### src/rtl/clip_sequencer_if.sv
// Clip BRAM port bundle: the sequencer drives the request side (master),
// the memory returns read data one cycle after an enabled read (slave).
interface clip_sequencer_if #(
    parameter int ADDR_W = 13,
    parameter int DATA_W = 16
);
    logic              mem_en;
    logic              mem_wen;
    logic [ADDR_W-1:0] mem_addr;
    logic [DATA_W-1:0] mem_wdata;
    logic [DATA_W-1:0] mem_rdata;

    modport master (
        output mem_en,
        output mem_wen,
        output mem_addr,
        output mem_wdata,
        input  mem_rdata
    );

    modport slave (
        input  mem_en,
        input  mem_wen,
        input  mem_addr,
        input  mem_wdata,
        output mem_rdata
    );
endinterface

### src/rtl/clip_sequencer.sv
// Record/playback sequencer: owns NUM_CLIPS fixed regions of one clip BRAM,
// tracks each clip's recorded length and issues one memory access per sample tick.
module clip_sequencer #(
    parameter int NUM_CLIPS  = 2,
    parameter int CLIP_DEPTH = 4096,
    parameter int DATA_W     = 16,
    parameter int SEL_W      = $clog2(NUM_CLIPS),
    parameter int ADDR_W     = $clog2(NUM_CLIPS * CLIP_DEPTH)
) (
    input  logic              clock,
    input  logic              reset,
    input  logic [SEL_W-1:0]  clip_sel_record,
    input  logic [SEL_W-1:0]  clip_sel_play,
    input  logic              record,
    input  logic              play,
    input  logic              loop_en,
    input  logic              sample_tick,
    input  logic [DATA_W-1:0] sample_in,
    clip_sequencer_if.master  mem,
    output logic [DATA_W-1:0] sample_out,
    output logic              sample_out_valid,
    output logic              recording,
    output logic              playing,
    output logic [SEL_W-1:0]  active_clip,
    output logic              done
);

    localparam int PTR_W = $clog2(CLIP_DEPTH);
    localparam int LEN_W = PTR_W + 1;

    typedef enum logic [1:0] {
        ST_IDLE,
        ST_REC,
        ST_REC_FULL,
        ST_PLAY
    } state_e;

    state_e              state_q, state_d;
    logic [PTR_W-1:0]    ptr_q, ptr_d;
    logic [SEL_W-1:0]    active_clip_q, active_clip_d;
    logic [LEN_W-1:0]    clip_len_q [NUM_CLIPS];
    logic [LEN_W-1:0]    clip_len_d [NUM_CLIPS];
    logic                record_prev_q, record_prev_d;
    logic                play_prev_q, play_prev_d;
    logic                mem_en_q, mem_en_d;
    logic                mem_wen_q, mem_wen_d;
    logic [ADDR_W-1:0]   mem_addr_q, mem_addr_d;
    logic [DATA_W-1:0]   mem_wdata_q, mem_wdata_d;
    logic                rd_last_q, rd_last_d;
    logic                out_valid_q, out_valid_d;
    logic [DATA_W-1:0]   sample_hold_q, sample_hold_d;
    logic                done_q, done_d;

    logic                rec_edge;
    logic                play_edge;
    logic                op_done;

    always_comb begin
        state_d        = state_q;
        ptr_d          = ptr_q;
        active_clip_d  = active_clip_q;
        clip_len_d     = clip_len_q;
        record_prev_d  = record;
        play_prev_d    = play;
        mem_en_d       = 1'b0;
        mem_wen_d      = 1'b0;
        mem_addr_d     = mem_addr_q;
        mem_wdata_d    = mem_wdata_q;
        rd_last_d      = 1'b0;
        op_done        = 1'b0;
        rec_edge       = record & ~record_prev_q;
        play_edge      = play & ~play_prev_q;

        case (state_q)
            ST_IDLE: begin
                if (rec_edge) begin
                    state_d       = ST_REC;
                    active_clip_d = clip_sel_record;
                    ptr_d         = '0;
                end else if (play_edge && clip_len_q[clip_sel_play] != '0) begin
                    state_d       = ST_PLAY;
                    active_clip_d = clip_sel_play;
                    ptr_d         = '0;
                end
            end
            ST_REC: begin
                // Release is checked before the tick: a tick in the release cycle is dropped.
                if (!record) begin
                    state_d                   = ST_IDLE;
                    clip_len_d[active_clip_q] = LEN_W'(ptr_q);
                    op_done                   = 1'b1;
                end else if (sample_tick) begin
                    mem_en_d    = 1'b1;
                    mem_wen_d   = 1'b1;
                    mem_addr_d  = {active_clip_q, ptr_q};
                    mem_wdata_d = sample_in;
                    if (ptr_q == '1) begin
                        state_d                   = ST_REC_FULL;
                        clip_len_d[active_clip_q] = LEN_W'(CLIP_DEPTH);
                        op_done                   = 1'b1;
                    end else begin
                        ptr_d = ptr_q + PTR_W'(1);
                    end
                end
            end
            ST_REC_FULL: begin
                if (!record) begin
                    state_d = ST_IDLE;
                end
            end
            ST_PLAY: begin
                if (play_edge) begin
                    state_d = ST_IDLE;
                    op_done = 1'b1;
                end else if (sample_tick) begin
                    mem_en_d   = 1'b1;
                    mem_addr_d = {active_clip_q, ptr_q};
                    if (LEN_W'(ptr_q) == clip_len_q[active_clip_q] - LEN_W'(1)) begin
                        if (loop_en) begin
                            ptr_d = '0;
                        end else begin
                            state_d   = ST_IDLE;
                            rd_last_d = 1'b1;
                        end
                    end else begin
                        ptr_d = ptr_q + PTR_W'(1);
                    end
                end
            end
            default: state_d = ST_IDLE;
        endcase

        // Read data arrives the cycle after mem_en; the end-of-clip done rides along with it.
        out_valid_d   = mem_en_q & ~mem_wen_q;
        sample_hold_d = out_valid_q ? mem.mem_rdata : sample_hold_q;
        done_d        = op_done | rd_last_q;
    end

    always_ff @(posedge clock) begin
        if (!reset) begin
            state_q       <= ST_IDLE;
            ptr_q         <= '0;
            active_clip_q <= '0;
            clip_len_q    <= '{default: '0};
            record_prev_q <= 1'b0;
            play_prev_q   <= 1'b0;
            mem_en_q      <= 1'b0;
            mem_wen_q     <= 1'b0;
            mem_addr_q    <= '0;
            mem_wdata_q   <= '0;
            rd_last_q     <= 1'b0;
            out_valid_q   <= 1'b0;
            sample_hold_q <= '0;
            done_q        <= 1'b0;
        end else begin
            state_q       <= state_d;
            ptr_q         <= ptr_d;
            active_clip_q <= active_clip_d;
            clip_len_q    <= clip_len_d;
            record_prev_q <= record_prev_d;
            play_prev_q   <= play_prev_d;
            mem_en_q      <= mem_en_d;
            mem_wen_q     <= mem_wen_d;
            mem_addr_q    <= mem_addr_d;
            mem_wdata_q   <= mem_wdata_d;
            rd_last_q     <= rd_last_d;
            out_valid_q   <= out_valid_d;
            sample_hold_q <= sample_hold_d;
            done_q        <= done_d;
        end
    end

    assign mem.mem_en       = mem_en_q;
    assign mem.mem_wen      = mem_wen_q;
    assign mem.mem_addr     = mem_addr_q;
    assign mem.mem_wdata    = mem_wdata_q;
    assign sample_out       = out_valid_q ? mem.mem_rdata : sample_hold_q;
    assign sample_out_valid = out_valid_q;
    assign recording        = (state_q == ST_REC) || (state_q == ST_REC_FULL);
    assign playing          = (state_q == ST_PLAY);
    assign active_clip      = active_clip_q;
    assign done             = done_q;

endmodule

### src/flat_wrapper.sv
// flat-port wrapper written by rule: the top's interface ports become plain ports
module clip_sequencer_flat 
#(
    parameter int NUM_CLIPS  = 2,
    parameter int CLIP_DEPTH = 4096,
    parameter int DATA_W     = 16,
    parameter int SEL_W      = $clog2(NUM_CLIPS),
    parameter int ADDR_W     = $clog2(NUM_CLIPS * CLIP_DEPTH)
)
  (clock, reset, clip_sel_record, clip_sel_play, record, play, loop_en, sample_tick, sample_in, sample_out, sample_out_valid, recording, playing, active_clip, done, mem_mem_en, mem_mem_wen, mem_mem_addr, mem_mem_wdata, mem_mem_rdata);
  clip_sequencer_if #(.ADDR_W(ADDR_W), .DATA_W(DATA_W)) mem_i ();
  input  logic clock;
  input  logic reset;
  input  logic [SEL_W-1:0] clip_sel_record;
  input  logic [SEL_W-1:0] clip_sel_play;
  input  logic record;
  input  logic play;
  input  logic loop_en;
  input  logic sample_tick;
  input  logic [DATA_W-1:0] sample_in;
  output logic [DATA_W-1:0] sample_out;
  output logic sample_out_valid;
  output logic recording;
  output logic playing;
  output logic [SEL_W-1:0] active_clip;
  output logic done;
  output wire logic [$bits(mem_i.mem_en)-1:0] mem_mem_en;
  output wire logic [$bits(mem_i.mem_wen)-1:0] mem_mem_wen;
  output wire logic [$bits(mem_i.mem_addr)-1:0] mem_mem_addr;
  output wire logic [$bits(mem_i.mem_wdata)-1:0] mem_mem_wdata;
  input wire logic [$bits(mem_i.mem_rdata)-1:0] mem_mem_rdata;
  assign mem_mem_en = mem_i.mem_en;
  assign mem_mem_wen = mem_i.mem_wen;
  assign mem_mem_addr = mem_i.mem_addr;
  assign mem_mem_wdata = mem_i.mem_wdata;
  assign mem_i.mem_rdata = mem_mem_rdata;
  clip_sequencer #(.NUM_CLIPS(NUM_CLIPS), .CLIP_DEPTH(CLIP_DEPTH), .DATA_W(DATA_W), .SEL_W(SEL_W), .ADDR_W(ADDR_W)) u_core (.clock(clock), .reset(reset), .clip_sel_record(clip_sel_record), .clip_sel_play(clip_sel_play), .record(record), .play(play), .loop_en(loop_en), .sample_tick(sample_tick), .sample_in(sample_in), .mem(mem_i), .sample_out(sample_out), .sample_out_valid(sample_out_valid), .recording(recording), .playing(playing), .active_clip(active_clip), .done(done));
endmodule
### config.mk
export PLATFORM = sky130hd
export DESIGN_NAME = clip_sequencer_flat
export DESIGN_NICKNAME = d
export VERILOG_FILES = /design/src/rtl/clip_sequencer_if.sv /design/src/rtl/clip_sequencer.sv /design/src/flat_wrapper.sv
export SDC_FILE = /design/constraint.sdc
export NUM_CORES = 1
export LEC_CHECK = 0
export ABC_AREA = 1
export CORE_ASPECT_RATIO = 1.1
export CORE_MARGIN = 1
export CORE_UTILIZATION = 52
export DETAILED_ROUTE_END_ITERATION = 10
export GPL_TIMING_DRIVEN = 0
export PLACE_DENSITY = 0.8
export SLEW_MARGIN = 5
export SYNTH_ARGS = -nofsm -noshare
export SYNTH_HDL_FRONTEND = slang
export SYNTH_SLANG_ARGS = --single-unit
### constraint.sdc
create_clock -name clock -period 3.2 [get_ports clock]
set_clock_uncertainty 0.15 [all_clocks]
set_input_delay 0.48 -clock clock [delete_from_list [all_inputs] [get_ports clock]]
set_output_delay 0.48 -clock clock [all_outputs]
set_load 0.01 [all_outputs]
==> out/qor.yml <==
outcome: "finished clean"
portBuffers: 90
coreArea_um2: 8920
antenna_found_initial: 0
holdPathStages: 1
tns_ns: 0
use_met2: 0.508
netlist_top_cells_count: "nand2_1 (261), dfxtp_1 (93), a21oi_1 (77)"
h-tree-depth: 3
grtUsageMet3: 0.0575
wirelength_mm: 13.7
n_fill_cell: 791
synth_top_flop_cell: "dfxtp_1"
place_area_um2: 5870
yosys_warnings: 0
vias_per_cell: 5.28
finalWorstSetupSlack_ns: 0.249
yosys.area.top_type: "dfxtp_1"
grt-ovfl-total: 0
drv_slew: 0
cts_buffer_depth: 2
critPathCaptureType: "flip-flop"
ff2ff_path_depth: 15
antenna_cells: 0
yosysSeqAreaShare: 0.386
p_leak_nw: 2.52
vias: 5134
clk_latency_ns: 0.37
startpoint_type: "flip-flop"
cts_made_buffers: 9
hold_viol: 0
drc: 0
dr.pass1.iters: 5
place_ws_ns: 0.0633
die_height_um: 103
path_clk_slew_ns: 0.10
initial_core_util: 0.541
syn_area_per_cell_um2: 6.41
rsz0062_at_grt: "no"
arrival_ns: 3.05
row_count: 36
ir_drop_v: 0.000372
ys_ff_latch: 93
max_cap_viol_count: 0
hpwl_mm: 10.6
min_period_ns: 2.95
boundaryPins: 92
root_buffer: "clkbuf_8"
multi_input_area_um2: 2520
seq_area_um2: 1870
worst_pin_slew_ns: 0.709
place_congestion: 0.952
grtUsageTotal: 0.299
ant_nets: 0
maxSlewHeadroom: 0.524
path_max_fanout: 10
met1_usage: 0.362
drt-initial-drc-count: 232
synthesis.nets: 799
syn_area_um2: 4830
grt_max_degree: 15
area_growth_pct: 26.2
yosysUniqueCellTypes: 32
fin_area_um2: 6090
grt_busiest_layer: "met2"
cts.sinks: 93
setup_viol: 0
powerDensity_nw_per_um2: 639
grt_pass1_vias: 4764
synthTopCellsByArea: "dfxtp_1 (39%), nand2_1 (20%), a21oi_1 (8.0%), nand3_1 (6.6%), inv_1 (5.9%)"
synth_most_common_cell: "nand2_1"
cts_hold_buffers: 0
synthCells: 753
max_freq_mhz: 339
grt_pass1_wl_mm: 22.3
critPathKind: "flip-flop to flip-flop"
synth-edff-count: 0
synth_top_area_share: 0.386
cts_tree: "done"
async_flop_share: 0
finalCritPeriodShare: 0.922
dieArea_um2: 9670
nets: 900
required_ns: 3.30
wl_per_cell_um: 14.1
chipWidth_um: 93.9
hp-class: "flip-flop to flip-flop"
drive_gt1_frac: 0.0547
## logic make-up after synthesis
group	synth area share
flip-flops	0.386
adder cells (fa/ha/maj)	0.0156
buffers and inverters	0.0928
AND/OR/NAND/NOR	0.370
XOR/XNOR	0.00907
AO/OA/AOI/OAI	0.127
## final cells by class
cell class / instances / area share
Tap cell: 114 / 0.0234
Sequential cell: 93 / 0.306
Clock buffer: 14 / 0.0283
Multi-Input combinational cell: 547 / 0.414
Buffer: 29 / 0.0218
Clock inverter: 2 / 0.00637
Inverter: 84 / 0.0518
Timing Repair Buffer: 90 / 0.148
## report_power, final
part | internal (W) | switching [W]
registers | 0.00126 | 0.0000788
logic | 0.000636 | 0.00107
clock network | 0.000430 | 0.000417
## layer usage
| layer | share of wire | up-vias | wire [um] |
|---|---|---|---|
| met2 | 0.48 | 165 | 6600 |
| met3 | 0.060 | 32 | 823 |
| met4 | 0.031 | 0 | 423 |
| met5 | 0 | - | 0 |
| met1 | 0.43 | 2326 | 5890 |
| li1 | - | 2611 | - |
## worst max-delay path, cell delays in order, from the launching register on
cell and delay (ns):
dfxtp_4 0.41, inv_2 0.05, buf_6 0.14, o21ai_4 0.22, inv_2 0.06, ha_1 0.31
xor2_1 0.17, nand3_1 0.13, nor2_1 0.16, nand3_1 0.08, nor2_1 0.14, nand3_1 0.17
nand2_1 0.12, nand2_1 0.11, o21ai_2 0.30, nor2_1 0.10
## state kept, by name, summed over array words and instances, names as in the netlist
signal	cells
u_core.active_clip	1
u_core.clip_len_q	26
u_core.done	1
u_core.mem.mem_addr	13
u_core.mem.mem_en	1
u_core.mem.mem_wdata	16
u_core.mem.mem_wen	1
u_core.play_prev_q	1
u_core.ptr_q	12
u_core.rd_last_q	1
u_core.record_prev_q	1
u_core.sample_hold_q	16
u_core.sample_out_valid	1
u_core.state_q	2
## what timing repair did
| item | 4_1_cts | 5_1_grt |
|---|---|---|
| gates resized for setup | 0 | 4 |
| buffers inserted | 0 | 0 |
| endpoints found under the setup margin | 0 | 12 |
## cell usage in the layout, fill, tap and decap left out, types with 4 or more instances in the layout
| cell type | n |
|---|---|
| nand3_1 | 64 |
| nor2_1 | 53 |
| clkbuf_1 | 25 |
| clkbuf_8 | 12 |
| inv_1 | 76 |
| o21ai_0 | 22 |
| a21oi_1 | 77 |
| xor2_1 | 5 |
| dfxtp_1 | 91 |
| ha_1 | 6 |
| a32oi_1 | 4 |
| nand2_1 | 261 |
| inv_2 | 7 |
| o21ai_1 | 7 |
| nor3_1 | 9 |
| nand4_1 | 13 |
| clkdlybuf4s50_1 | 90 |
| nand2_2 | 8 |
## path summary, 6_finish.rpt
kind,startpoint,to,slack (ns)
hold reg to reg,u_core.mem.mem_wen,u_core.sample_out_valid,0.29
setup reg to reg,u_core.active_clip,u_core.ptr_q[6],0.25
setup / recovery,u_core.active_clip,u_core.ptr_q[6],0.25
hold / removal,u_core.mem.mem_wen,u_core.sample_out_valid,0.29
## metrics by stage
| step | instances | utilization | hold WS [ns] | power (W) |
|---|---|---|---|---|
| floorplan | 753 | - | 0.274 | 0.00251 |
| global placement | 957 | 0.658 | 0.266 | 0.00300 |
| detailed placement | 957 | 0.658 | 0.281 | 0.00304 |
| CTS | 973 | 0.682 | 0.300 | 0.00388 |
| global route | 973 | 0.683 | 0.317 | 0.00418 |
| finish | 973 | 0.683 | 0.293 | 0.00389 |
No activity file was read; power rests on OpenSTA's default activity.
